File: src/rtl/upper_stream_pkg.sv
// Shared definitions for the upper-case streaming FIFO.
//   ASCII_LOWER_A / ASCII_LOWER_Z : bounds of the lower-case letter range
//   ASCII_CASE_BIT                : offset between lower and upper case
//   entry_t                       : one FIFO word, {last, data}
package upper_stream_pkg;

  localparam logic [7:0] ASCII_LOWER_A  = 8'h61;
  localparam logic [7:0] ASCII_LOWER_Z  = 8'h7A;
  localparam logic [7:0] ASCII_CASE_BIT = 8'h20;

  typedef struct packed {
    logic       last;
    logic [7:0] data;
  } entry_t;

endpackage

File: src/rtl/toUpper.sv
// Combinational ASCII upper-case converter.
// Ports:
//   char_in  : raw byte
//   char_out : byte with 'a'..'z' mapped to 'A'..'Z'; every other value,
//              including control codes and 0x7B..0xFF, passes unchanged
module toUpper
  import upper_stream_pkg::*;
(
  input  logic [7:0] char_in,
  output logic [7:0] char_out
);

  always_comb begin
    char_out = char_in;
    if (char_in >= ASCII_LOWER_A && char_in <= ASCII_LOWER_Z) begin
      char_out = char_in - ASCII_CASE_BIT;
    end
  end

endmodule

File: src/rtl/upper_stream_fifo.sv
// Buffered streaming wrapper around toUpper: bytes accepted on a valid/ready
// input are upper-cased, stored with their framing bit in a first-word-
// fall-through FIFO and presented downstream under valid/ready.
// Optional statistics counters are built when UPPER_STREAM_STATS_EN is
// defined; otherwise conv_count/str_count are tied to zero.
// Ports:
//   clk, rst          : clock, synchronous active-high reset
//   in_valid/in_ready : upstream handshake (in_ready = !full, 0 in reset)
//   in_data, in_last  : raw byte and end-of-string flag
//   out_valid/out_ready : downstream handshake (out_valid = !empty)
//   out_data, out_last  : upper-cased head byte and its framing bit
//   level             : occupancy, 0..DEPTH
//   conv_count        : accepted bytes altered by conversion (saturating)
//   str_count         : accepted bytes carrying in_last (saturating)
module upper_stream_fifo
  import upper_stream_pkg::*;
#(
  parameter int DEPTH = 8,
  parameter int CNT_W = 16
) (
  input  logic                     clk,
  input  logic                     rst,
  input  logic                     in_valid,
  output logic                     in_ready,
  input  logic [7:0]               in_data,
  input  logic                     in_last,
  output logic                     out_valid,
  input  logic                     out_ready,
  output logic [7:0]               out_data,
  output logic                     out_last,
  output logic [$clog2(DEPTH):0]   level,
  output logic [CNT_W-1:0]         conv_count,
  output logic [CNT_W-1:0]         str_count
);

  localparam int AW    = $clog2(DEPTH);
  localparam int PTR_W = AW + 1;

  entry_t             mem [DEPTH];
  logic [PTR_W-1:0]   wr_ptr;
  logic [PTR_W-1:0]   rd_ptr;
  logic [7:0]         upper;
  entry_t             wr_entry;
  entry_t             rd_entry;
  logic               full;
  logic               empty;
  logic               push;
  logic               pop;

  toUpper u_to_upper (
    .char_in  (in_data),
    .char_out (upper)
  );

  // The extra pointer MSB distinguishes full from empty when the index
  // bits coincide.
  assign empty = (wr_ptr == rd_ptr);
  assign full  = (wr_ptr[AW] != rd_ptr[AW]) &&
                 (wr_ptr[AW-1:0] == rd_ptr[AW-1:0]);

  // No pass-through when full and no bypass when empty: push depends only
  // on full, pop only on empty.
  assign in_ready  = !full && !rst;
  assign out_valid = !empty;
  assign push      = in_valid && in_ready;
  assign pop       = out_valid && out_ready && !rst;

  assign level     = wr_ptr - rd_ptr;

  assign wr_entry  = '{last: in_last, data: upper};
  assign rd_entry  = mem[rd_ptr[AW-1:0]];
  assign out_data  = rd_entry.data;
  assign out_last  = rd_entry.last;

  // NOTE: sequential state uses non-blocking assignments so every register
  // samples the pre-edge values of the others.
  always_ff @(posedge clk) begin
    if (rst) begin
      wr_ptr <= '0;
      rd_ptr <= '0;
    end else begin
      if (push) wr_ptr <= wr_ptr + 1'b1;
      if (pop)  rd_ptr <= rd_ptr + 1'b1;
    end
  end

  // NOTE: storage has no reset; the pointers alone define which entries are
  // meaningful, so resetting the array would only add reset fan-out.
  always_ff @(posedge clk) begin
    if (push) mem[wr_ptr[AW-1:0]] <= wr_entry;
  end

`ifdef UPPER_STREAM_STATS_EN
  logic [CNT_W-1:0] conv_q;
  logic [CNT_W-1:0] str_q;

  always_ff @(posedge clk) begin
    if (rst) begin
      conv_q <= '0;
      str_q  <= '0;
    end else if (push) begin
      if (upper != in_data && conv_q != '1) conv_q <= conv_q + 1'b1;
      if (in_last && str_q != '1)           str_q  <= str_q + 1'b1;
    end
  end

  assign conv_count = conv_q;
  assign str_count  = str_q;
`else
  assign conv_count = '0;
  assign str_count  = '0;
`endif

endmodule

File: config.mk
export PLATFORM = sky130hd
export DESIGN_NAME = upper_stream_fifo
export DESIGN_NICKNAME = d
export VERILOG_FILES = /design/src/rtl/upper_stream_pkg.sv /design/src/rtl/toUpper.sv /design/src/rtl/upper_stream_fifo.sv
export SDC_FILE = /design/constraint.sdc
export NUM_CORES = 1
export LEC_CHECK = 0
export CORE_UTILIZATION = 37
export DETAILED_ROUTE_END_ITERATION = 10
export PLACE_DENSITY = 0.62
export SYNTH_ARGS = -nofsm -noshare
export SYNTH_HDL_FRONTEND = slang
export SYNTH_SLANG_ARGS = --single-unit
File: constraint.sdc
create_clock -name clk -period 3.1 [get_ports clk]
set_clock_uncertainty 0.05 [all_clocks]
set_input_delay 0.62 -clock clk [delete_from_list [all_inputs] [get_ports clk]]
set_output_delay 0.62 -clock clk [all_outputs]
set_load 0.1 [all_outputs]
==> metrics, run 1 <==
status finished clean; met2 wire len 3204 um; Total Nets Final 295; starting DRC count in detailed routing 87; nature of the critical path endpoint primary output; #FFs+latches synth 83; Final period util 92.43%; leak pwr 1.622 nW; # hold bufs at CTS 0; io pins 60; Cell variety after synth 38; layout cells sized above 1 27.14%; Final ANT Viol Nets 0; number of remaining DRC errors 0; Routability Congestion 0.6805; Clock Pin Slew Worst Setup and Hold Paths 0.08 ns; Setup Viol. Count Final 0; Setup Total Neg Slack 0 ns; clk_lat worst skew roughly 0.35 ns; reg2reg setup slack 0.82 ns; Endpoint, Worst Hold wr_ptr[2]; pwr dens 729.9 mW/mm2; Final min period 2.865 ns; # clock sinks 83; power share of the clock group 28.3%; critical path type register to primary output; Peak Freq 349.0 MHz; worst reg2reg path depth 6; Worst slew margin 59.49%; grt total ovfl 0; max_cap viols 0; Worst Hold Depth 2; via count about 1900; top layer in use met4; post-CTS setup buffers 0; Worst Max-Slew Pin Slew 0.6049 ns; DRT Pass-1 Iters 4; Total Routing Usage GR 13.75%; Flop pwr share 38.1%; Max Buffers Root-to-Sink 2; vias in the first global route about 1900; final design utilization 46.41%; Synthesis Warnings 0; Arrival @ worst endpoint 2.20 ns; FF-to-FF End mem[2][3]; met3 routed WL 218 um; Port Buf Inserts 27; core region area 0.009729 mm2; RSZ-0062 raised after global routing false; Die Y 102.1 um; clock tree from TritonCTS yes; first-pass GRT wire length 10120 um; Hold/Removal Path Class register to register; root buf cell clkbuf_8; Seq/Total Area, Yosys 64.26%; vias per cell 4.642; synthesized area per cell 16.48 um2; H-tree depth 3; largest net degree at the start of global routing 19; Critical Path RT 2.43 ns; reg2reg start wr_ptr[0]; post-cts sizing count 0; Hold Violations, Final 0; Net Switching ~0.0012 W; Max FO, Critical Path 7; Avg WL per Cell 15.82 um; CTS buffer count 9; antenna violations before repair 0; CP startpoint kind register; Peak VDD IR between 0.4 and 0.5 mV; Slowest cell on crit path dfxtp_1; Max stage delay on crit path between 0.4 and 0.5 ns; dpl hpwl approximately 4500 um; Die Area 0.01042 mm2; Comb pwr share approximately a third; HP Start wr_ptr[2]; routed length on met1 3014 um; Pint 0.002127 W; Syn Inst Count roughly 230; synth-to-layout area growth 21.80%; Mapped Area 0.003707 mm2; chip width 102.1 um; site row count 36; Pins Over Slew Limit 0; effective utilization at floorplan 38.10%; sw frac 35.45%; worst-path cell chain inv_1 > ha_1 > nand3_1 > o21ai_2 > inv_1 > buf_12; final wirelength 6535 um; ANT cells 0; CP dominant cell by count inv_1
==> synth_stat cells <==
cell | count | area, um2
nor3_1 | 4 | 20.02
nand3_1 | 4 | 20.02
xor2_1 | 2 | 17.52
or3_1 | 2 | 12.51
and3_1 | 1 | 6.260
o21ai_2 | 1 | 8.760
nand2_1 | 5 | 18.77
or2_2 | 1 | 6.260
conb_1 | 1 | 3.750
mux4_1 | 10 | 262.8
xnor2_2 | 1 | 16.27
nand4_1 | 1 | 6.260
a21o_1 | 1 | 7.510
o21bai_1 | 1 | 7.510
inv_1 | 11 | 41.29
buf_4 | 32 | 240.2
o22ai_1 | 1 | 6.260
nor2_1 | 9 | 33.78
fa_1 | 1 | 20.02
ha_1 | 6 | 75.07
o21ai_0 | 3 | 15.01
a21oi_1 | 7 | 35.03
mux4_2 | 8 | 180.2
o211ai_1 | 2 | 15.01
edfxtp_1 | 72 | 2162
clkbuf_1 | 1 | 3.750
buf_1 | 2 | 7.510
dfxtp_1 | 11 | 220.2
buf_6 | 1 | 11.26
a31oi_1 | 1 | 6.260
o211ai_2 | 1 | 12.51
buf_12 | 1 | 20.02
xnor2_1 | 5 | 43.79
buf_2 | 1 | 5.000
nand2b_1 | 1 | 6.260
nor4_1 | 2 | 12.51
mux2_2 | 10 | 112.6
or4_1 | 1 | 7.510
==> power by group through the flow <==
| stage | clock, W | combinational (W) | sequential, W |
|---|---|---|---|
| 2_1_floorplan | 0 | 0.000859 | 0.00128 |
| 4_1_cts | 0.000955 | 0.00112 | 0.00126 |
| 5_1_grt | 0.000990 | 0.00115 | 0.00126 |
| 3_3_place_gp | 0 | 0.00110 | 0.00128 |
| 6_report | 0.000934 | 0.00110 | 0.00126 |
| 3_5_place_dp | 0 | 0.00111 | 0.00128 |
==> how the worst max path moves through the flow <==
stage	start	to	slack, ns
floorplan	wr_ptr[0]	level[2]	0.37
global placement	in_data[3]	mem[2][6]	0.39
detailed placement	in_data[3]	mem[4][6]	0.25
CTS	wr_ptr[0]	in_ready	0.20
global route	wr_ptr[0]	in_ready	0.1
finish	wr_ptr[0]	in_ready	0.23
==> worst max-delay path: cells and delay by family, from the launching register on <==
| family | cells | cell delay, ns |
|---|---|---|
| AND/OR/NAND/NOR | 1 | 0.20 |
| AO/OA/AOI/OAI | 1 | 0.36 |
| flip-flops | 1 | 0.48 |
| buffers and inverters | 3 | 0.46 |
| adder cells (fa/ha/maj) | 1 | 0.34 |
==> sequential cells by signal, indices dropped and copies added (netlist names), named ones only <==
name    count
rd_ptr      4
mem        72
wr_ptr      4
==> metrics by stage <==
step | power [W] | cell area (um2) | worst slack, ns | instances | hold slack [ns]
detailed placement | 0.002396 | 4268 | 0.2481 | 397 | 0.5028
finish | 0.003296 | 4516 | 0.2348 | 413 | 0.5231
floorplan | 0.002137 | 3839 | 0.3676 | 256 | 0.4501
global placement | 0.002385 | 4268 | 0.3879 | 397 | 0.4887
global route | 0.003400 | 4516 | 0.09672 | 413 | 0.5683
CTS | 0.003328 | 4516 | 0.1974 | 413 | 0.5264
==> cells by family (layout without fill, tap and decap cells) <==
| logic type | Yosys count | count (layout) | synth area share [%] |
|---|---|---|---|
| other cells | 1 | 32 | 0.1012 |
| fa+ha+maj | 7 | 7 | 2.565 |
| xor+xnor | 8 | 8 | 2.093 |
| flops | 83 | 83 | 64.26 |
| compound gates | 18 | 18 | 3.071 |
| simple gates | 31 | 31 | 4.050 |
| buf+inv | 49 | 73 | 8.876 |
| mux | 28 | 28 | 14.98 |
==> layout by cell type (no fill, tap or decap), types with 8 or more instances in the layout <==
cell type / netlist / final
mux4_2: 8 / 8
conb_1: 1 / 32
clkbuf_8: 0 / 9
edfxtp_1: 72 / 72
mux2_2: 10 / 10
clkdlybuf4s50_1: 0 / 12
buf_4: 32 / 21
nor2_1: 9 / 9
dfxtp_1: 11 / 11
inv_1: 11 / 11
mux4_1: 10 / 10
buf_12: 1 / 13
==> per-layer routing <==
layer	global-route usage, %	up-vias
li1	-	902
met1	18.44	968
met2	21.48	40
met3	3.010	7
met4	6.264	0
met5	0	-
==> area by class of cell <==
| type | instances | area [um2] |
|---|---|---|
| clock buffer | 9 | 123.9 |
| clock inverter | 7 | 123.9 |
| fill | 878 | 5214 |
| inverter | 11 | 41.29 |
| multi-input combinational | 124 | 1140 |
| sequential | 83 | 2382 |
| tap | 133 | 166.4 |
| timing repair buffer | 46 | 538.0 |
Power figures use the tool's default switching activity.
==> run 2: changes to the inputs <==
Settings changed: CAP_MARGIN set to 30, CORE_MARGIN set to 3, SKIP_LAST_GASP set to 1.
==> metrics, run 2 (synthesis gave the netlist of run 1 again) <==
commonest non-fill, non-tap cells in the layout edfxtp_1 (72), conb_1 (32), buf_4 (14), buf_12 (13), clkdlybuf4s50_1 (12) (was edfxtp_1 (72), conb_1 (32), buf_4 (21), buf_12 (13), clkdlybuf4s50_1 (12)); GR peak layer met2 (unchanged); worst-path cell chain inv_1 > ha_1 > nand3_1 > o21ai_2 > inv_1 > buf_12 (unchanged); Final ANT Viol Nets 0 (unchanged); critical path type register to primary output (unchanged); largest net degree at the start of global routing 19 (unchanged); clk_lat worst skew 0.34 ns (was 0.35 ns); starting DRC count in detailed routing 44 (was 87); Die Y 106.1 um (was 102.1 um); status finished clean (unchanged); Peak Freq 351.8 MHz (was 349.0 MHz); Hold/Removal Path Class register to register (unchanged); # hold bufs at CTS 0 (unchanged); Flop pwr share 39.4% (was 38.1%); Critical Path RT 2.43 ns (about the same); Filler cells 852 (was 878); Largest register FFs 72 (unchanged); clock tree from TritonCTS yes (unchanged); ANT cells 0 (unchanged); Final min period 2.842 ns (was 2.865 ns); Final period util 91.69% (was 92.43%); Hold Violations, Final 0 (unchanged); final wirelength 6253 um (was 6535 um); Routability Congestion 0.7323 (was 0.6805); post-cts sizing count 0 (unchanged); effective utilization at floorplan 39.01% (was 38.10%); Setup WS post-layout 0.2576 ns (was 0.2348 ns); sw frac 36.03% (was 35.45%); Setup Viol. Count Final 0 (unchanged); CP dominant cell by count inv_1 (unchanged); # clock sinks 83 (unchanged); RSZ-0062 raised after global routing false (unchanged); vias in the first global route 1874 (was 1891); Worst Max-Slew Pin Slew 0.5705 ns (was 0.6049 ns); Max FO, Critical Path 7 (unchanged); commonest non-fill, non-tap cell in the layout edfxtp_1 (unchanged); Die Area 0.01126 mm2 (was 0.01042 mm2); first-pass GRT wire length 9949 um (was 10120 um); Setup Total Neg Slack 0 ns (unchanged); post-CTS setup buffers 0 (unchanged); nature of the critical path endpoint primary output (unchanged); Worst slew margin 61.79% (was 59.49%); grt total ovfl 0 (unchanged); site row count 35 (was 36); vias per cell 4.570 (was 4.642); dpl hpwl 4149 um (was 4515 um); Clock Pin Slew Worst Setup and Hold Paths 0.08 ns (about the same); core region area 0.009503 mm2 (was 0.009729 mm2); layout cells sized above 1 24.91% (was 27.14%); met3 Use GR 3.886% (was 3.010%); via count 1837 (was 1917); met2 usage 20.09% (was 21.48%); leak pwr 1.578 nW (was 1.622 nW); synth-to-layout area growth 19.57% (was 21.80%); Max Buffers Root-to-Sink 2 (unchanged); Total Routing Usage GR 11.99% (was 13.75%); Arrival @ worst endpoint 2.17 ns (was 2.20 ns); pwr dens 719.5 mW/mm2 (was 729.9 mW/mm2); max_cap viols 0 (unchanged); chip width 106.1 um (was 102.1 um); Slowest cell on crit path dfxtp_1 (unchanged); power share of the clock group 26.3% (was 28.3%); DRT Pass-1 Iters 4 (unchanged); Port Buf Inserts 27 (unchanged); CTS buffer count 9 (unchanged); Pint 0.002040 W (was 0.002127 W); Total Nets Final 288 (was 295); worst slack at placement 0.2592 ns (was 0.2481 ns); io pins 60 (unchanged); antenna violations before repair 0 (unchanged); hold slack 0.5045 ns (was 0.5231 ns); Comb pwr share 34.4% (was 33.5%); met1 GRT Util 14.80% (was 18.44%); Peak VDD IR 0.3936 mV (was 0.4297 mV); H-tree depth 3 (unchanged); root buf cell clkbuf_8 (unchanged); CP startpoint kind register (unchanged); Net Switching 0.001149 W (was 0.001169 W); number of remaining DRC errors 0 (unchanged); Pins Over Slew Limit 0 (unchanged); Avg WL per Cell 15.55 um (was 15.82 um); Max stage delay on crit path 0.48 ns (about the same)
run 2: layer usage:
metal | wire length [um] | vias up
li1 | - | 882
met1 | 2657 | 899
met2 | 3243 | 46
met3 | 280 | 10
met4 | 72 | 0
met5 | 0 | -
run 2: stage by stage:
step	util (%)	area, um2	instances	total power (W)
after global placement	44.31	4210	386	0.002382
after global routing	46.65	4433	402	0.003324
after CTS	46.65	4433	402	0.003224
after detailed placement	44.31	4210	386	0.002386
final	46.65	4433	402	0.003189
after floorplan	-	3839	256	0.002137
run 2: worst paths after layout:
| kind | start | to | slack, ns | cells after the start |
|---|---|---|---|---|
| hold / removal | wr_ptr[2] | wr_ptr[2] | 0.50 | 2 |
| setup / recovery | wr_ptr[0] | in_ready | 0.26 | 6 |
| setup reg to reg | wr_ptr[0] | mem[2][5] | 0.90 | 6 |
| hold reg to reg | wr_ptr[2] | wr_ptr[2] | 0.50 | 2 |
run 2: critical path: cells and delay by family (launching register included):
family,cells,cell delay (ns)
AOI/OAI and AO/OA,1,0.36
buffers and inverters,3,0.46
adders and majority gates,1,0.33
DFF,1,0.48
and+or+nand+nor,1,0.19
run 2: area by class of cell:
class / count / area, um2 / area share [%]
clock buffers: 9 / 123.9 / 2.794
multi-input cells: 124 / 1140 / 25.71
clock inverters: 7 / 98.84 / 2.230
well taps: 129 / 161.4 / 3.641
repair buffers: 39 / 485.5 / 10.95
inverters: 11 / 41.29 / 0.9314
flip-flops and latches: 83 / 2382 / 53.74
run 2: power groups by stage:
stage | Combinational (W) | Clock (W) | Sequential, W
finish | 0.00110 | 0.000837 | 0.00126
global route | 0.00115 | 0.000918 | 0.00126
CTS | 0.00111 | 0.000859 | 0.00126
detailed placement | 0.00110 | 0 | 0.00128
global placement | 0.00110 | 0 | 0.00128
floorplan | 0.000859 | 0 | 0.00128
==> run 3: changes to the inputs <==
Settings changed: CAP_MARGIN 30 to 10.
==> results of run 3 <==
The final DEF is identical to that of run 2; final timing and power are the same.
